===== src/rtl/ibex_rvfi_pkg.sv =====
// Shared types for the RVFI retirement trace FIFO.
// rvfi_rec_t packs every captured RVFI field of one retired instruction.
package ibex_rvfi_pkg;

  // One retirement record, MSB-first in field order.
  typedef struct packed {
    logic [63:0] order;
    logic [31:0] insn;
    logic        trap;
    logic        intr;
    logic [31:0] pc_rdata;
    logic [4:0]  rd_addr;
    logic [31:0] rd_wdata;
    logic [31:0] mem_addr;
    logic [3:0]  mem_rmask;
    logic [3:0]  mem_wmask;
  } rvfi_rec_t;

  localparam int unsigned RvfiRecWidth = $bits(rvfi_rec_t);

  // Overflow counter sticks at this value instead of wrapping.
  localparam logic [15:0] RvfiOverflowMax = 16'hFFFF;

  // Saturating increment of the dropped-record counter.
  function automatic logic [15:0] rvfi_sat_inc(input logic [15:0] val);
    return (val == RvfiOverflowMax) ? val : val + 16'd1;
  endfunction

endpackage


===== src/rtl/ibex_rvfi_order_chk.sv =====
// Retirement order continuity checker.
// Tracks the order of the last record offered (pushed or dropped) and raises a
// sticky error when a later record does not follow it by exactly one.
// Only instantiated when RVFI_ORDER_CHECK_EN is defined.
module ibex_rvfi_order_chk (
  input  logic        clk_i,
  input  logic        rst_i,
  input  logic        valid_i,
  input  logic [63:0] order_i,
  output logic        order_err_o
);

  logic        seeded_q, seeded_d;
  logic [63:0] last_q, last_d;
  logic        err_q, err_d;

  // Next-state: first record after reset only seeds the reference.
  always_comb begin
    seeded_d = seeded_q;
    last_d   = last_q;
    err_d    = err_q;
    if (valid_i) begin
      if (seeded_q && (order_i != last_q + 64'd1)) begin
        err_d = 1'b1;
      end
      last_d   = order_i;
      seeded_d = 1'b1;
    end
  end

  // Reference order and sticky error flag.
  always_ff @(posedge clk_i or posedge rst_i) begin
    if (rst_i) begin
      seeded_q <= 1'b0;
      last_q   <= '0;
      err_q    <= 1'b0;
    end else begin
      seeded_q <= seeded_d;
      last_q   <= last_d;
      err_q    <= err_d;
    end
  end

  assign order_err_o = err_q;

endmodule


===== src/rtl/ibex_rvfi_trace_fifo.sv =====
// RVFI retirement trace FIFO with show-ahead output.
// Captures every RVFI retirement into a flop-array FIFO. When full, a push is
// only accepted if the head is popped in the same cycle; otherwise the record
// is dropped and a saturating overflow counter increments.
// Optional feature: define RVFI_ORDER_CHECK_EN to enable the order continuity
// checker (ibex_rvfi_order_chk); otherwise order_err_o is tied low.
module ibex_rvfi_trace_fifo
  import ibex_rvfi_pkg::*;
#(
  parameter int unsigned Depth = 8
) (
  input  logic                     clk_i,
  input  logic                     rst_i,
  input  logic                     rvfi_valid_i,
  input  logic [63:0]              rvfi_order_i,
  input  logic [31:0]              rvfi_insn_i,
  input  logic                     rvfi_trap_i,
  input  logic                     rvfi_intr_i,
  input  logic [31:0]              rvfi_pc_rdata_i,
  input  logic [4:0]               rvfi_rd_addr_i,
  input  logic [31:0]              rvfi_rd_wdata_i,
  input  logic [31:0]              rvfi_mem_addr_i,
  input  logic [3:0]               rvfi_mem_rmask_i,
  input  logic [3:0]               rvfi_mem_wmask_i,
  output logic                     out_valid_o,
  input  logic                     out_ready_i,
  output rvfi_rec_t                out_rec_o,
  output logic [$clog2(Depth):0]   level_o,
  output logic [15:0]              overflow_cnt_o,
  output logic                     order_err_o
);

  localparam int unsigned PtrW = $clog2(Depth);
  localparam int unsigned LvlW = PtrW + 1;
  localparam logic [LvlW-1:0] LvlFull = LvlW'(Depth);

  rvfi_rec_t       mem_q [Depth];
  rvfi_rec_t       in_rec;
  logic [PtrW-1:0] wptr_q, wptr_d;
  logic [PtrW-1:0] rptr_q, rptr_d;
  logic [LvlW-1:0] level_q, level_d;
  logic [15:0]     ovf_q, ovf_d;
  logic            full, empty;
  logic            push, pop, drop;

  // Pack the incoming retirement into one record.
  always_comb begin
    in_rec           = '0;
    in_rec.order     = rvfi_order_i;
    in_rec.insn      = rvfi_insn_i;
    in_rec.trap      = rvfi_trap_i;
    in_rec.intr      = rvfi_intr_i;
    in_rec.pc_rdata  = rvfi_pc_rdata_i;
    in_rec.rd_addr   = rvfi_rd_addr_i;
    in_rec.rd_wdata  = rvfi_rd_wdata_i;
    in_rec.mem_addr  = rvfi_mem_addr_i;
    in_rec.mem_rmask = rvfi_mem_rmask_i;
    in_rec.mem_wmask = rvfi_mem_wmask_i;
  end

  // Handshake decode: a pop frees the slot a same-cycle push needs when full.
  always_comb begin
    full  = (level_q == LvlFull);
    empty = (level_q == '0);
    pop   = !empty && out_ready_i;
    push  = rvfi_valid_i && (!full || pop);
    drop  = rvfi_valid_i && full && !pop;
  end

  // Next-state for pointers, occupancy and overflow count.
  always_comb begin
    wptr_d  = wptr_q;
    rptr_d  = rptr_q;
    level_d = level_q;
    ovf_d   = ovf_q;
    // Depth is a power of two, so natural pointer overflow is the modulo wrap.
    if (push) begin
      wptr_d = wptr_q + PtrW'(1);
    end
    if (pop) begin
      rptr_d = rptr_q + PtrW'(1);
    end
    case ({push, pop})
      2'b10:   level_d = level_q + LvlW'(1);
      2'b01:   level_d = level_q - LvlW'(1);
      default: level_d = level_q;
    endcase
    if (drop) begin
      ovf_d = rvfi_sat_inc(ovf_q);
    end
  end

  // Control state; reset empties the FIFO at once.
  always_ff @(posedge clk_i or posedge rst_i) begin
    if (rst_i) begin
      wptr_q  <= '0;
      rptr_q  <= '0;
      level_q <= '0;
      ovf_q   <= '0;
    end else begin
      wptr_q  <= wptr_d;
      rptr_q  <= rptr_d;
      level_q <= level_d;
      ovf_q   <= ovf_d;
    end
  end

  // Record storage; contents are don't-care while the slot is unoccupied.
  always_ff @(posedge clk_i) begin
    if (push) begin
      mem_q[wptr_q] <= in_rec;
    end
  end

  // Show-ahead output straight from registered state.
  assign out_valid_o    = !empty;
  assign out_rec_o      = mem_q[rptr_q];
  assign level_o        = level_q;
  assign overflow_cnt_o = ovf_q;

`ifdef RVFI_ORDER_CHECK_EN
  // Every offered record (accepted or dropped) advances the order reference.
  ibex_rvfi_order_chk u_order_chk (
    .clk_i       (clk_i),
    .rst_i       (rst_i),
    .valid_i     (rvfi_valid_i),
    .order_i     (rvfi_order_i),
    .order_err_o (order_err_o)
  );
`else
  assign order_err_o = 1'b0;
`endif

endmodule

===== config.mk =====
export PLATFORM = sky130hd
export DESIGN_NAME = ibex_rvfi_trace_fifo
export DESIGN_NICKNAME = d
export VERILOG_FILES = /design/src/rtl/ibex_rvfi_pkg.sv /design/src/rtl/ibex_rvfi_order_chk.sv /design/src/rtl/ibex_rvfi_trace_fifo.sv
export SDC_FILE = /design/constraint.sdc
export NUM_CORES = 1
export LEC_CHECK = 0
export ABC_AREA = 1
export BUFFER_PORTS_ARGS = -buffer_cell sky130_fd_sc_hd__buf_4
export CELL_PAD_IN_SITES_DETAIL_PLACEMENT = 1
export CELL_PAD_IN_SITES_GLOBAL_PLACEMENT = 1
export CORE_UTILIZATION = 47
export CTS_BUF_LIST = sky130_fd_sc_hd__clkbuf_4 sky130_fd_sc_hd__clkbuf_8
export DETAILED_ROUTE_END_ITERATION = 10
export HOLD_SLACK_MARGIN = 0.15
export MAX_ROUTING_LAYER = met4
export PLACE_DENSITY_LB_ADDON = 0.15
export SLEW_MARGIN = 20
export SYNTH_ARGS = -nofsm -noshare
export SYNTH_HDL_FRONTEND = slang
export SYNTH_HIERARCHICAL = 1
export SYNTH_SLANG_ARGS = --single-unit

===== constraint.sdc =====
create_clock -name clk_i -period 10.2 [get_ports clk_i]
set_clock_uncertainty 0.15 [all_clocks]
set_input_delay 0.51 -clock clk_i [delete_from_list [all_inputs] [get_ports clk_i]]
set_output_delay 0.51 -clock clk_i [all_outputs]
set_load 0.005 [all_outputs]

* Word-level counts from Yosys, hierarchy flattened *
Memory sizes are Yosys's and may differ from the RTL's.
Cells that the tools add are included.

cells by class
  $add $sub $neg = 5
  equality and inequality tests = 4
  multiplexer cells = 3
  bitwise gates (word level) = 1
  reduce and logical (&&, ||, !) cells = 11

operators with widths
  operator                 number
  $add A16 B1 Y16 const B  1
  $eq A16 B16 Y1 const B   1
  $pmux W4 S2              1
  $add A3 B1 Y3 const B    2
  $add A4 B1 Y4 const B    1
  $eq A4 B4 Y1 const B     1
  $logic_and A1 B1 Y1      4
  $logic_not A4 Y1         1
  $sub A4 B1 Y4 const B    1
  $logic_not A1 Y1         3
  $eq A2 B1 Y1 const B     1
  $eq A2 B2 Y1 const B     1
  $mux W1                  2
  $reduce_and A2 Y1        1
  $reduce_bool A2 Y1       1
  $logic_or A1 B1 Y1       1
  $not A1 Y1               1

storage, ports and cells
  bits in registers = 26
  memory bits (writable) = 1656
  bits of input ports = 211
  output and inout port bits = 229
  word-level logic and storage cells = 29
  memories kept = 1

memory list
  name   depth  bits a word  read ports  clocked after memory_dff  write ports  line                        text
  mem_q  8      207          1           0                         1            ibex_rvfi_trace_fifo.sv:37  rvfi_rec_t mem_q [Depth];

* Depth between registers and ports, before layout *
  word-level depth = 7
  gate-level depth with buffers = 14
  mapped depth without buffers = 14

* Worst setup path before layout *
No wires, ideal clock.

  path kind = input to register
  start = in out_ready_i
  end = mem mem_q[0][0] in the netlist's numbering, enable pin
  library setup time = 0.778 ns
  arrival = 9.610 ns
  data required time = 9.272 ns
  slack = -0.337 ns
  stages = 5
  path buffers = 0
  cell sequence = nor2_1 -> nand3_1 -> nand2_1 -> or2_2 -> nor2_1

between the ends
  cells in the longest elaborated chain, start to end = 5

RTL lines
  element                        line                         text
  start, declared                ibex_rvfi_trace_fifo.sv:26   input logic out_ready_i,
  $logic_and A1 B1 Y1            ibex_rvfi_trace_fifo.sv:65   pop = !empty && out_ready_i;
  $logic_or A1 B1 Y1             ibex_rvfi_trace_fifo.sv:66   push = rvfi_valid_i && (!full || pop);
  $logic_and A1 B1 Y1            ibex_rvfi_trace_fifo.sv:66
  $mux W1                        ibex_rvfi_trace_fifo.sv:110  if (push) begin
  $mux W1 (implied by the code)  ibex_rvfi_trace_fifo.sv:111  mem_q[wptr_q] <= in_rec;
  end, declared                  ibex_rvfi_trace_fifo.sv:37

No other way between the ends.

==> results.md <==
| Metric | Reported |
| --- | --- |
| Outcome | finished, final reports clean |
| FF-to-FF setup slack | 5530 ps |
| Number of max-cap violations | 0 |
| Fraction of final layout cells with drive strength greater than 1 | 15.9% |
| Biggest fanout along the worst timing path | 98 |
| Die Outline Area | 141,000 µm² |
| Most used standard cells in the synthesized netlist | edfxtp_1 (1,656), nor2_1 (1,471), o21ai_0 (600) |
| Worst-case vdd ir drop | 0.267 mV |
| Netlist area before placement | 65,500 µm² |
| Number of remaining DRC errors | 0 |
| Distinct cell type count after synthesis | 34 |
| Fill cell instance count of the final layout | 13,598 |
| Later-pin clock latency in the skew report | 950 ps |
| Global Route Usage Sum | 25.4% |
| I/O Pins | 440 |
| Post-Syn Area per Cell | 13.4 µm² |
| Top flip-flop cell by instance count after synthesis | edfxtp_1 |
| Power density cells | 284 nW/µm² |
| Antenna violations before repair | 25 |
| Dpl cells | 6,838 |
| Net count of the mapped netlist | 5,091 |
| EDFF count, synth | 1,656 |
| Number of buffers created by CTS | 297 |
| Most repeated cell in the gate-level netlist after synthesis | edfxtp_1 |
| WS Path Type | reg -> out |
| Hold Path Class | in -> reg |
| Required arrival time at the worst endpoint | 9540 ps |
| Setup-violating endpoint count in the final report | 0 |
| Setup_tns | 0 ps |
| Number of buffers between clock root and the deepest sink | 4 |
| Clock root buffer | clkbuf_8 |
| Final routed wire length divided by cell count | 22.6 µm |
| Data arrival time of the critical path | 5240 ps |
| Chip Width | 375 µm |
| Transition time at the pin with the least slew margin | 1110 ps |
| Number of DRC markers after the initial detailed-route iteration | 2,864 |
| Initial core utilization | 47.5% |
| Half-perimeter wire length after detailed placement | 86,000 µm |
| Clock tree sinks | 1,682 |
| Final design instance area without fill | 78,900 µm² |
| Warnings from Yosys | 6 |
| Clock tree from TritonCTS | built |
| Max Slew Vio Count | 0 |
| Post-CTS sizing | 0 |
| Standard-cell rows | 136 |
| RD Place Congestion | 0.764 |
| Top post-synthesis cells by area | edfxtp_1 (76%), nor2_1 (8.4%), o21ai_0 (4.6%), a31oi_1 (2.0%), o22ai_1 (2.0%) |
| Buffers inserted during post-CTS setup optimization | 0 |
| Number of flip-flops and latches in the synthesized netlist | 1,682 |
| Number of global-route vias before repair | 45,849 |
| Core Area | 138,000 µm² |
| Vias after detailed routing | 42,895 |
| Achievable Freq | 0.169 GHz |
| Worst hold-check slack | 250 ps |
| Post-synthesis sequential area ratio | 76.9% |
| Non-filler cells, final | 7,743 |
| Pin count of the biggest net entering global routing | 361 |
| Vias per std cell | 5.54 |
| Element type at the critical path start | flop |
| Multi-input gate area in the final layout | 13,000 µm² |
| ANT nets after route | 0 |
| DIE HEIGHT | 375 µm |
| Max transition margin | 26.0% |
| Share of flip-flops with an asynchronous set or reset | 1.55% |
| Final hold violation count | 0 |
| Signed area change from the synthesized netlist to the final layout | 20.5% |
| Clock-pin slew of the registers on the worst-case setup and hold paths | 60 ps |
| First-pass GRT wire length | 267,000 µm |
| Synth top area share | 75.9% |
| Buffers added on ports | 438 |
| Area taken by flip-flops and latches | 50,400 µm² |
| Leakage power | 0.0268 µW |
| Post-layout min period | 5900 ps |
| Post-Route WL | 175,000 µm |
| Largest area contributor in the synthesized netlist | edfxtp_1 |
| Post-placement cell area | 69,600 µm² |
| First-pass iteration count of the detailed router | 7 |
| Final global-route overflow total | 0 |
| RSZ-0062 raised after global routing | no |
| Critical Path End Type | output port |
| Gate count after technology mapping | 4,876 |
| Tcrit/Tclk final | 57.9% |
| Max H-tree Level | 5 |
| NumNets Final | 5,945 |
-- repair_timing --
action | 4_1_cts | 5_1_grt
endpoints found under the setup margin | 0 | 0
endpoints found under the hold margin | 1709 | 0
hold buffers | 387 | 0
-- worst max-delay path: stages, from the launching register on --
cell and delay (ps):
dfrtp_4 910, buf_4 710, buf_4 720, buf_4 930, o21ai_0 250, o22ai_1 220, nor2_1 60, a31oi_1 280
buf_4 170
-- layout make-up --
type / count / share of cell area, %
diodes: 26 / 0.0824
clock buffers: 410 / 6.39
clock inverters: 82 / 0.434
inverters: 22 / 0.168
multi-input cells: 2850 / 16.5
flip-flops and latches: 1682 / 63.8
well taps: 1794 / 2.84
repair buffers: 877 / 9.76
-- registers in the layout, indices dropped and copies added (netlist names) --
register,count
level_o,4
wptr_q,3
rptr_q,3
overflow_cnt_o,16
mem_q,1656
-- placed cells by master (no fill, tap or decap), types with 2 or more instances in the layout --
| master | synthesis | layout |
|---|---|---|
| a31oi_1 | 207 | 207 |
| buf_12 | 4 | 12 |
| buf_4 | 27 | 478 |
| clkbuf_4 | 0 | 96 |
| clkbuf_8 | 0 | 314 |
| clkinv_1 | 0 | 62 |
| clkinv_2 | 0 | 16 |
| clkinvlp_4 | 0 | 4 |
| dfrtp_1 | 26 | 24 |
| dfrtp_4 | 0 | 2 |
| diode_2 | 0 | 26 |
| dlygate4sd3_1 | 0 | 387 |
| edfxtp_1 | 1656 | 1656 |
| ha_1 | 4 | 4 |
| inv_1 | 18 | 18 |
| nand2_1 | 78 | 78 |
| nand3_1 | 13 | 13 |
| nand3b_1 | 2 | 2 |
| nand4_1 | 3 | 3 |
| nor2_1 | 1471 | 1463 |
| nor2_4 | 0 | 8 |
| nor3_1 | 6 | 6 |
| o21ai_0 | 600 | 600 |
| o21ai_1 | 235 | 235 |
| o21ai_2 | 2 | 2 |
| o22ai_1 | 207 | 207 |
| xnor2_1 | 7 | 7 |
| xor2_1 | 9 | 9 |
-- where the power goes --
part           leakage (µW)  internal [µW]  switching [µW]
Sequential           0.0154           8580             258
Combinational       0.00858           2680            5180
Clock               0.00286           3160            2610
Total                0.0268          14400            8040
-- layer usage --
metal | up-vias | track usage [%] | part of all wire, %
li1 | 19658 | - | -
met1 | 21984 | 30.5 | 42
met2 | 975 | 42.5 | 50
met3 | 278 | 5.96 | 5.6
met4 | 0 | 7.62 | 2.2
met5 | - | - | 0
-- path summary, 6_finish.rpt --
path / start / to / cells after the start
max: rptr_q[0]$_DFFE_PP0N_ / out_rec_o[79] / 8
min: rvfi_rd_addr_i[3] / mem_q[1][75]$_DFFE_PP_ / 2
max reg2reg: level_o[2]$_DFFE_PP0P_ / mem_q[3][115]$_DFFE_PP_ / 9
min reg2reg: wptr_q[0]$_DFFE_PP0P_ / wptr_q[0]$_DFFE_PP0P_ / 2
max in group asynchronous: rst_i / rptr_q[0]$_DFFE_PP0N_ / 5
min in group asynchronous: rst_i / overflow_cnt_o[4]$_DFFE_PP0P_ / 5
-- metrics by stage --
step	setup WS [ps]	power [µW]	util (%)
after floorplan	-337	13900	-
after global placement	5240	16500	50.5
final	4300	22500	57.3
after detailed placement	5180	16700	50.5
after CTS	4090	22700	57.2
after global routing	3910	23700	57.3
-- logic make-up after synthesis --
logic type,after synthesis,share of synthesized area [%]
flops,1682,76.9
simple gates,1577,9.13
compound gates,1252,10.4
buf+inv,344,3.29
xor+xnor,16,0.214
fa+ha+maj,4,0.0764
other cells,1,0.00573
No activity file was read; power rests on OpenSTA's default activity.
